--- src/rtl/dlfloat_pkg.sv ---
// Shared DLFloat definitions: default field widths, field layout, special words,
// accumulator FSM states and exponent classification helpers.
package dlfloat_pkg;

  localparam int EXP_W_DEF = 6;
  localparam int MAN_W_DEF = 9;
  localparam int BIAS_DEF  = (1 << (EXP_W_DEF - 1)) - 1;
  localparam int W_DEF     = 1 + EXP_W_DEF + MAN_W_DEF;

  typedef struct packed {
    logic                 sign;
    logic [EXP_W_DEF-1:0] exp;
    logic [MAN_W_DEF-1:0] man;
  } dlf_t;

  localparam logic [W_DEF-1:0] NAN_WORD  = '1;
  localparam logic [W_DEF-1:0] ZERO_WORD = '0;

  typedef enum logic [1:0] {IDLE, ACCUM, DRAIN, DONE} state_t;

  // Exponent fields arrive zero-extended so one helper serves every EXP_W.
  function automatic logic is_nan(input logic [31:0] e, input int ew);
    return e == ((32'd1 << ew) - 32'd1);
  endfunction

  function automatic logic is_zero(input logic [31:0] e);
    return e == 32'd0;
  endfunction

endpackage

--- src/rtl/dlfloat_add_norm.sv ---
// Combinational DLFloat adder: align smaller operand, add/subtract magnitudes,
// renormalise on the leading one, truncate, then saturate to NaN or flush to +0.
module dlfloat_add_norm
  import dlfloat_pkg::*;
#(
  parameter int EXP_W = EXP_W_DEF,
  parameter int MAN_W = MAN_W_DEF,
  localparam int W = 1 + EXP_W + MAN_W
) (
  input  logic [W-1:0] a,
  input  logic [W-1:0] b,
  output logic [W-1:0] sum,
  output logic         ovf,
  output logic         unf
);

  localparam int MW = MAN_W + 1;
  localparam int XW = EXP_W + 2;
  localparam logic signed [XW-1:0] E_MAX  = XW'((1 << EXP_W) - 1);
  localparam logic signed [XW-1:0] E_ZERO = '0;

  logic                    sa, sb, a_big, big_s;
  logic [EXP_W-1:0]        ea, eb, big_e, sml_e, shift;
  logic [MAN_W-1:0]        fa, fb;
  logic [MW-1:0]           big_m, sml_m, sml_al;
  logic [MW:0]             raw, norm;
  logic signed [XW-1:0]    e_x;
  int                      lead;
  logic                    unused_norm;

  assign {sa, ea, fa} = a;
  assign {sb, eb, fb} = b;
  assign a_big = a[W-2:0] >= b[W-2:0];
  assign unused_norm = norm[MW] ^ norm[0];

  // NOTE: every always_comb output is given a default first, so no path can leave a latch behind.
  always_comb begin
    sum    = '0;
    ovf    = 1'b0;
    unf    = 1'b0;
    big_s  = a_big ? sa : sb;
    big_e  = a_big ? ea : eb;
    sml_e  = a_big ? eb : ea;
    big_m  = {1'b1, a_big ? fa : fb};
    sml_m  = {1'b1, a_big ? fb : fa};
    shift  = big_e - sml_e;
    sml_al = sml_m >> shift;
    raw    = (sa == sb) ? ({1'b0, big_m} + {1'b0, sml_al})
                        : ({1'b0, big_m} - {1'b0, sml_al});
    lead   = 0;
    for (int i = 0; i <= MW; i++) begin
      if (raw[i]) lead = i;
    end
    // Leading one lands on bit MW; exponent moves by the same amount.
    norm = raw << (MW - lead);
    e_x  = XW'(big_e) + XW'(lead) - XW'(MAN_W);

    if (is_nan(32'(ea), EXP_W) || is_nan(32'(eb), EXP_W)) begin
      sum = '1;
    end else if (is_zero(32'(ea)) && is_zero(32'(eb))) begin
      sum = '0;
    end else if (is_zero(32'(ea))) begin
      sum = b;
    end else if (is_zero(32'(eb))) begin
      sum = a;
    end else if (raw == '0) begin
      sum = '0;
    end else if (e_x >= E_MAX) begin
      sum = '1;
      ovf = 1'b1;
    end else if (e_x <= E_ZERO) begin
      sum = '0;
      unf = 1'b1;
    end else begin
      sum = {big_s, e_x[EXP_W-1:0], norm[MAN_W:1]};
    end
  end

endmodule

--- src/rtl/dlfloat_mac_stream.sv ---
// Streaming DLFloat MAC: framed (a,b) pairs in, sum and pair count out.
// Define DLF_MAC_STATUS_EN for sticky per-frame {nan, ovf, unf} on out_flags.
module dlfloat_mac_stream
  import dlfloat_pkg::*;
#(
  parameter int EXP_W = EXP_W_DEF,
  parameter int MAN_W = MAN_W_DEF,
  parameter int CNT_W = 8,
  localparam int W = 1 + EXP_W + MAN_W
) (
  input  logic             clk,
  input  logic             rst,
  input  logic             clr,
  input  logic             in_valid,
  output logic             in_ready,
  input  logic [W-1:0]     in_a,
  input  logic [W-1:0]     in_b,
  input  logic             in_last,
  output logic             out_valid,
  input  logic             out_ready,
  output logic [W-1:0]     out_data,
  output logic [CNT_W-1:0] out_count,
  output logic [2:0]       out_flags
);

  localparam int MW   = MAN_W + 1;
  localparam int XW   = EXP_W + 2;
  localparam int BIAS = (1 << (EXP_W - 1)) - 1;
  localparam logic signed [XW-1:0] E_MAX  = XW'((1 << EXP_W) - 1);
  localparam logic signed [XW-1:0] E_ZERO = '0;

  state_t               state_q, state_d;
  logic                 accept, res_taken, load_out, prod_vld_q;
  logic [CNT_W-1:0]     cnt_q, cnt_inc;
  logic [W-1:0]         acc_q, prod_q, add_sum, mul_word;
  logic                 add_ovf, add_unf, mul_ovf, mul_unf, mul_nan_in;
  logic                 sa, sb;
  logic [EXP_W-1:0]     ea, eb;
  logic [MAN_W-1:0]     fa, fb, mman;
  logic [2*MW-1:0]      mprod;
  logic signed [XW-1:0] mexp;
  logic                 unused_bits;

  // clr blocks acceptance in the same cycle so a pair is never half-taken.
  assign in_ready  = !rst && !clr && (state_q == IDLE || state_q == ACCUM);
  assign accept    = in_valid && in_ready;
  assign out_valid = (state_q == DONE);
  assign res_taken = (state_q == DONE) && out_ready;
  assign load_out  = (state_q == DRAIN) && !prod_vld_q;
  assign cnt_inc   = cnt_q + 1'b1;

  assign {sa, ea, fa} = in_a;
  assign {sb, eb, fb} = in_b;
  assign mprod = (2*MW)'({1'b1, fa}) * (2*MW)'({1'b1, fb});
  assign mexp  = XW'(ea) + XW'(eb) - XW'(BIAS) + XW'(mprod[2*MW-1]);
  assign mman  = mprod[2*MW-1] ? mprod[2*MW-2 -: MAN_W] : mprod[2*MW-3 -: MAN_W];
  assign unused_bits = ^mprod[MW-2:0];

  always_comb begin
    mul_word   = '0;
    mul_ovf    = 1'b0;
    mul_unf    = 1'b0;
    mul_nan_in = is_nan(32'(ea), EXP_W) || is_nan(32'(eb), EXP_W);
    if (mul_nan_in) begin
      mul_word = '1;
    end else if (is_zero(32'(ea)) || is_zero(32'(eb))) begin
      mul_word = '0;
    end else if (mexp >= E_MAX) begin
      mul_word = '1;
      mul_ovf  = 1'b1;
    end else if (mexp <= E_ZERO) begin
      mul_unf  = 1'b1;
    end else begin
      mul_word = {sa ^ sb, mexp[EXP_W-1:0], mman};
    end
  end

  dlfloat_add_norm #(.EXP_W(EXP_W), .MAN_W(MAN_W)) u_add (
    .a   (acc_q),
    .b   (prod_q),
    .sum (add_sum),
    .ovf (add_ovf),
    .unf (add_unf)
  );

  // NOTE: sequential state uses non-blocking assignments so every register samples pre-edge values.
  always_ff @(posedge clk) begin
    if (rst || clr) begin
      state_q    <= IDLE;
      prod_vld_q <= 1'b0;
      prod_q     <= '0;
      acc_q      <= '0;
      cnt_q      <= '0;
      out_data   <= '0;
      out_count  <= '0;
    end else begin
      state_q    <= state_d;
      prod_vld_q <= accept;
      if (accept) prod_q <= mul_word;
      if (res_taken)       acc_q <= '0;
      else if (prod_vld_q) acc_q <= add_sum;
      if (res_taken)   cnt_q <= '0;
      else if (accept) cnt_q <= cnt_inc;
      if (load_out) begin
        out_data  <= acc_q;
        out_count <= cnt_q;
      end
    end
  end

  always_comb begin
    state_d = state_q;
    case (state_q)
      IDLE, ACCUM: if (accept) state_d = (in_last || &cnt_inc) ? DRAIN : ACCUM;
      DRAIN:       if (!prod_vld_q) state_d = DONE;
      DONE:        if (out_ready) state_d = IDLE;
      default:     state_d = IDLE;
    endcase
  end

`ifdef DLF_MAC_STATUS_EN
  logic [2:0] frm_flags_q;

  always_ff @(posedge clk) begin
    if (rst || clr || res_taken) begin
      frm_flags_q <= '0;
      out_flags   <= '0;
    end else begin
      frm_flags_q <= frm_flags_q
                   | (accept     ? {mul_nan_in, mul_ovf, mul_unf} : 3'b000)
                   | (prod_vld_q ? {1'b0, add_ovf, add_unf}       : 3'b000);
      if (load_out) out_flags <= frm_flags_q;
    end
  end
`else
  logic unused_flags;
  assign unused_flags = ^{mul_nan_in, mul_ovf, mul_unf, add_ovf, add_unf};
  assign out_flags    = 3'b000;
`endif

endmodule
--- config.mk ---
export PLATFORM = sky130hd
export DESIGN_NAME = dlfloat_mac_stream
export DESIGN_NICKNAME = d
export VERILOG_FILES = /design/src/rtl/dlfloat_pkg.sv /design/src/rtl/dlfloat_add_norm.sv /design/src/rtl/dlfloat_mac_stream.sv
export SDC_FILE = /design/constraint.sdc
export NUM_CORES = 1
export LEC_CHECK = 0
export CORE_ASPECT_RATIO = 1.2
export CORE_MARGIN = 3
export CORE_UTILIZATION = 29
export CTS_BUF_LIST = sky130_fd_sc_hd__clkbuf_8
export CTS_CLUSTER_SIZE = 14
export DETAILED_ROUTE_END_ITERATION = 7
export PLACE_DENSITY = 0.44
export SLEW_MARGIN = 20
export SYNTH_ARGS = -nofsm -noshare
export SYNTH_HDL_FRONTEND = slang
export SYNTH_SLANG_ARGS = --single-unit
--- constraint.sdc ---
create_clock -name clk -period 23.3 [get_ports clk]
set_input_delay 2.33 -clock clk [delete_from_list [all_inputs] [get_ports clk]]
set_output_delay 2.33 -clock clk [all_outputs]
set_load 0.05 [all_outputs]
# After elaboration in Yosys (flattened, before gate mapping)
# Cells that the tools add are included.
# classes
add_sub_neg	10
n_mul	1
div	0
magnitude_cmp	5
n_eq_ne	13
shift	2
muxes	33
bitwise	1
n_reduce_logical	27
# ops
operator	n
two-way mux 16 bit	11
left shift 11 x 32 -> 10 bit	1
two-way mux 9 bit	3
equality test 6 bit (second input constant)	4
logical NOT 6 bit	4
multiplier 10 x 10 -> 20 bit	1
greater-or-equal comparator 8 x 7 -> 1 bit (second input constant)	2
<= comparator 8 x 1 -> 1 bit (second input constant)	2
greater-or-equal comparator 15 bit	1
two-way mux 2 bit	6
two-way mux 3 bit	4
two-way mux 4 bit	3
two-way mux 6 bit	2
adder 10 x 10 -> 11 bit	1
logical NOT 11 bit	1
two-way mux 11 bit	1
subtractor 10 x 10 -> 11 bit	1
right shift 10 x 6 -> 10 bit	1
adder 8 x 1 -> 8 bit	1
adder 8 x 1 -> 8 bit (second input constant)	1
AND reduction 8 bit	1
subtractor 7 x 5 -> 8 bit (second input constant)	1
subtractor 8 x 4 -> 8 bit (second input constant)	1
adder 6 x 4 -> 7 bit	1
other kinds (20)	37
# word_totals
ff_bits	67
latchBits	0
mem_bits_rw	0
romBits	0
inputBits	38
output_inout_bits	29
elab_cells	100
n_memories	0

# Longest topological paths before layout
# depth
depth_word	26
ltp_mapped	52
ltp_nobuf	48

# Cells and area by module
# Synthesis repeated with hierarchy kept, for this count alone.
# hier_totals
hier_cells	1330
area_unflattened_um2	10246.1
# modules_own_cells
mod	n_inst	cells_per_inst	area_per_inst_um2
dlfloat_mac_stream	1	761	6437.4
dlfloat_add_norm	1	569	3808.7

# Least setup slack after synthesis
# Ideal clock, no wire load.
# synth_timing
path_kind	input to register
startpoint	in in_b[3]
endpoint	reg prod_q[2]
arrival_time_ps	10225
required_ps	23181
path_slack_ps	12956
stages	38
path_buffers	2
path_cell_list	clkbuf_1 > nand2_1 > fa_1 > fa_1 > inv_1 > ha_1 > inv_1 > fa_1 > inv_1 > fa_1 > ha_1 > a21o_1 > a21o_1 > a21oi_1 > nor2b_1 > o21ai_0 > a21oi_1 > and4_1 > (+2 left out) > xor2_1 > clkbuf_1 > inv_1 > ha_1 > inv_1 > ha_1 > fa_1 > a21o_1 > a21oi_1 > o21bai_1 > a21oi_1 > xnor2_1 > or2_2 > nor3_1 > nor2_1 > nand2_1 > nor2_1 > o221a_2
# synth_via
elab_chain_cells	7
word_cells_on_any_way	9
cone_classes	1 x add/sub; 1 x mul; 2 x order compare; 5 x mux
# synth_lines
element	line_no	rtl
start, declared	dlfloat_mac_stream.sv:17	input logic [W-1:0] in_b,
multiplier 10 x 10 -> 20 bit *	dlfloat_mac_stream.sv:54	assign mprod = (2*MW)'({1'b1, fa}) * (2*MW)'({1'b1, fb});
adder 8 x 1 -> 8 bit	dlfloat_mac_stream.sv:55	assign mexp = XW'(ea) + XW'(eb) - XW'(BIAS) + XW'(mprod[2*MW-1]);
<= comparator 8 x 1 -> 1 bit	dlfloat_mac_stream.sv:71	end else if (mexp <= E_ZERO) begin
two-way mux 16 bit	dlfloat_mac_stream.sv:71	
two-way mux 16 bit *	dlfloat_mac_stream.sv:68	end else if (mexp >= E_MAX) begin
two-way mux 16 bit *	dlfloat_mac_stream.sv:66	end else if (is_zero(32'(ea)) || is_zero(32'(eb))) begin
two-way mux 16 bit *	dlfloat_mac_stream.sv:64	if (mul_nan_in) begin
end signal, assigned	dlfloat_mac_stream.sv:99	if (accept) prod_q <= mul_word;
end, declared	dlfloat_mac_stream.sv:35	logic [W-1:0] acc_q, prod_q, add_sum, mul_word;
# Mark *: on every way between the ends. The rest lies on a longest branch, timed or not.
# A chain may end at the register's enable or synchronous reset.

# Final worst setup path
# layout_timing
startpoint	in in_b[3]
endpoint	reg prod_q[4]
# Same word-level chain as after synthesis.

==> qor.yml <==
outcome: "complete, no violations"
grt_pass1_vias: 8316
diodes: 0
dpl_worst_slack_ps: 11490
yosysWarnings: 0
start_util_pct: 29.6
drtIter0Drc: 447
grt_max_degree: 37
synth_top_family_by_area: "adder cells"
drcViolationCount: 0
arrival_ps: 11630
topRoutingLayerUsed: "met4"
worstMarginPinSlew_ps: 939
stdcell_count: 1632
final_util_pct: 33.4
antenna_found_initial: 0
cts.sink_count: 67
ir_worst_vdd_mv: 0.0457
place.port_buffers: 63
die_h_um: 203
cts_resized: 0
fmax_ghz: 0.0881
cts_tree: "built"
cts_setup_buffers: 0
synth_top_area_share_pct: 14.3
clkSlewWorstSetupHoldPaths_ps: 80
dr_wl_met2_um: 13100
postCtsHoldBufs: 0
synthArstFlopShare_pct: 0
max_cap_viol_count: 0
fp.dieArea_um2: 34500
synth_most_common_cell: "nand2_1"
synthTopCellsByArea: "dfxtp_1 14%, ha_1 14%, fa_1 14%, nand2_1 6.6%, a21oi_1 5.6%"
path_buf_inv: 6
grt_overflow: 0
synth_edf_count: 0
hp-class: "reg2reg"
core-area_um2: 31600
dr.pass1.iters: 5
hold_viol: 0
netlist_instances: 1187
clock_latency_ps: 370
ios: 67
synth_compound_area_share_pct: 19.8
synth_area_leader_cell: "dfxtp_1"
num_vias: 8321
p_leak_nw: 4.51
yosysSeqAreaShare_pct: 14.3
dp_hpwl_um: 21300
synthFlopType: "dfxtp_1"
drt_wl_total_um: 26100
critPathKind: "in2reg"
numPlacedInstances: 1616
rows: 71
worstSetupStartpointType: "primary input"
worst_path_largest_cell_delay_ps: 730
cp-end-kind: "register"
root_buffer: "clkbuf_8"
synth-xor-area-share_pct: 5.06
via_per_inst: 5.10
fin_worst_skew_ps: 13.6
rsz0062_at_grt: "no"
crit_family: "adder cells"
fin_crit_sh_pct: 48.7
ys_seq_elements: 67
setup-tns-final_ps: 0
grt_first_pass_wirelength_um: 43200
synth_area_um2: 9370
met1Wirelength_um: 11900
cp_data_required_time_ps: 23580
h-tree-depth: 3
max_slew_margin_pct: 37.2
synth_top_cells_by_count: "164 x nand2_1, 105 x a21oi_1, 105 x inv_1, 104 x ha_1, 76 x nor2_1"
synth-simple-area-share_pct: 21.1
grt.total_usage_pct: 15.2
drive_gt1_share_pct: 5.61
wl_met3_um: 689
fin_nets: 1432
drv_slew: 0
die_x_um: 170
path_max_fanout: 12
wire_per_inst_um: 16.0
synth.distinct_cells: 85
setup_viol: 0
synth.mux.area_fraction_pct: 5.58
synth.avg_cell_area_um2: 7.89
ant_nets: 0
setup_slack_ps: 11950
cts_buffer_depth: 2
cts_buffers: 9
power_density_nw_per_um2: 97.8
area_delta_synth_final_pct: 12.8
gp_congestion: 0.807
synthAdderAreaFrac_pct: 27.6
slowest_stage: "xor2_1"
fin_crit_ps: 11350
metrics by stage:
| step | power [mW] | area (um^2) | hold slack (ps) |
|---|---|---|---|
| 2_1_floorplan | 0.762 | 9370 | 456 |
| 4_1_cts | 1.05 | 10600 | 461 |
| 5_1_grt | 1.15 | 10600 | 483 |
| 6_report | 1.03 | 10600 | 456 |
| 3_3_place_gp | 0.937 | 10400 | 444 |
| 3_5_place_dp | 0.935 | 10400 | 451 |
placed cells by master (no fill, tap or decap), types with 10 or more instances in the layout:
cell and instances:
nor3_1 17, nand2b_1 10, o21ai_0 67, and2_1 54, mux2i_1 30, nand3_1 20, a21oi_1 105, xor2_1 16
dfxtp_1 67, nor2b_1 18, clkdlybuf4s50_1 63, fa_1 64, a21o_1 15, nand2_1 164, clkbuf_8 11, ha_1 104
nor2_1 76, xnor2_1 35, and3_1 12, inv_1 105
state kept, by name (all words and copies together), names as in the netlist:
name,cells
out_data,16
prod_vld_q,1
prod_q,16
out_count,8
cnt_q,8
acc_q,16
state_q,2
logic make-up after synthesis:
kind of cell	count (synthesis)
compound gates	288
xor+xnor	52
fa+ha+maj	168
buf+inv	153
flops	67
mux	44
other cells	1
simple gates	414
where the power goes:
part           total [mW]  internal (mW)  leakage [nW]  switching, mW
combinational       0.803          0.341          3.86          0.462
sequential          0.126          0.118         0.543        0.00801
clock               0.105         0.0556         0.106         0.0489
total                1.03          0.515          4.51          0.519
final timing paths:
path / start / end / slack [ps] / cells past startpoint
max: in_b[3] / prod_q[4] / 11950 / 38
max reg2reg: prod_q[9] / acc_q[5] / 12320 / 43
min: out_data[6] / out_data[6] / 460 / 2
min reg2reg: out_data[6] / out_data[6] / 460 / 2
worst reg2reg max path: cells and delay by family, from the launching register on:
family          cells  cell delay (ps)
compound gates     23             5680
xor+xnor            1              170
fa+ha+maj           6             2350
buf+inv             1              110
flops               1              510
mux                 1              300
simple gates       11             1730
per-layer routing:
| layer | vias to the layer above | GRT usage, % |
|---|---|---|
| li1 | 4188 | - |
| met1 | 3972 | 20.7 |
| met2 | 135 | 26.4 |
| met3 | 26 | 1.48 |
| met4 | 0 | 3.04 |
| met5 | - | 0 |
final cells by class:
class | count | area, um^2
multi-input combinational | 969 | 7420
clock buffer | 11 | 151
inverter | 109 | 409
sequential | 67 | 1340
fill | 3436 | 21100
clock inverter | 5 | 60.1
tap | 401 | 502
timing repair buffer | 70 | 683
Power figures use the tool's default switching activity.
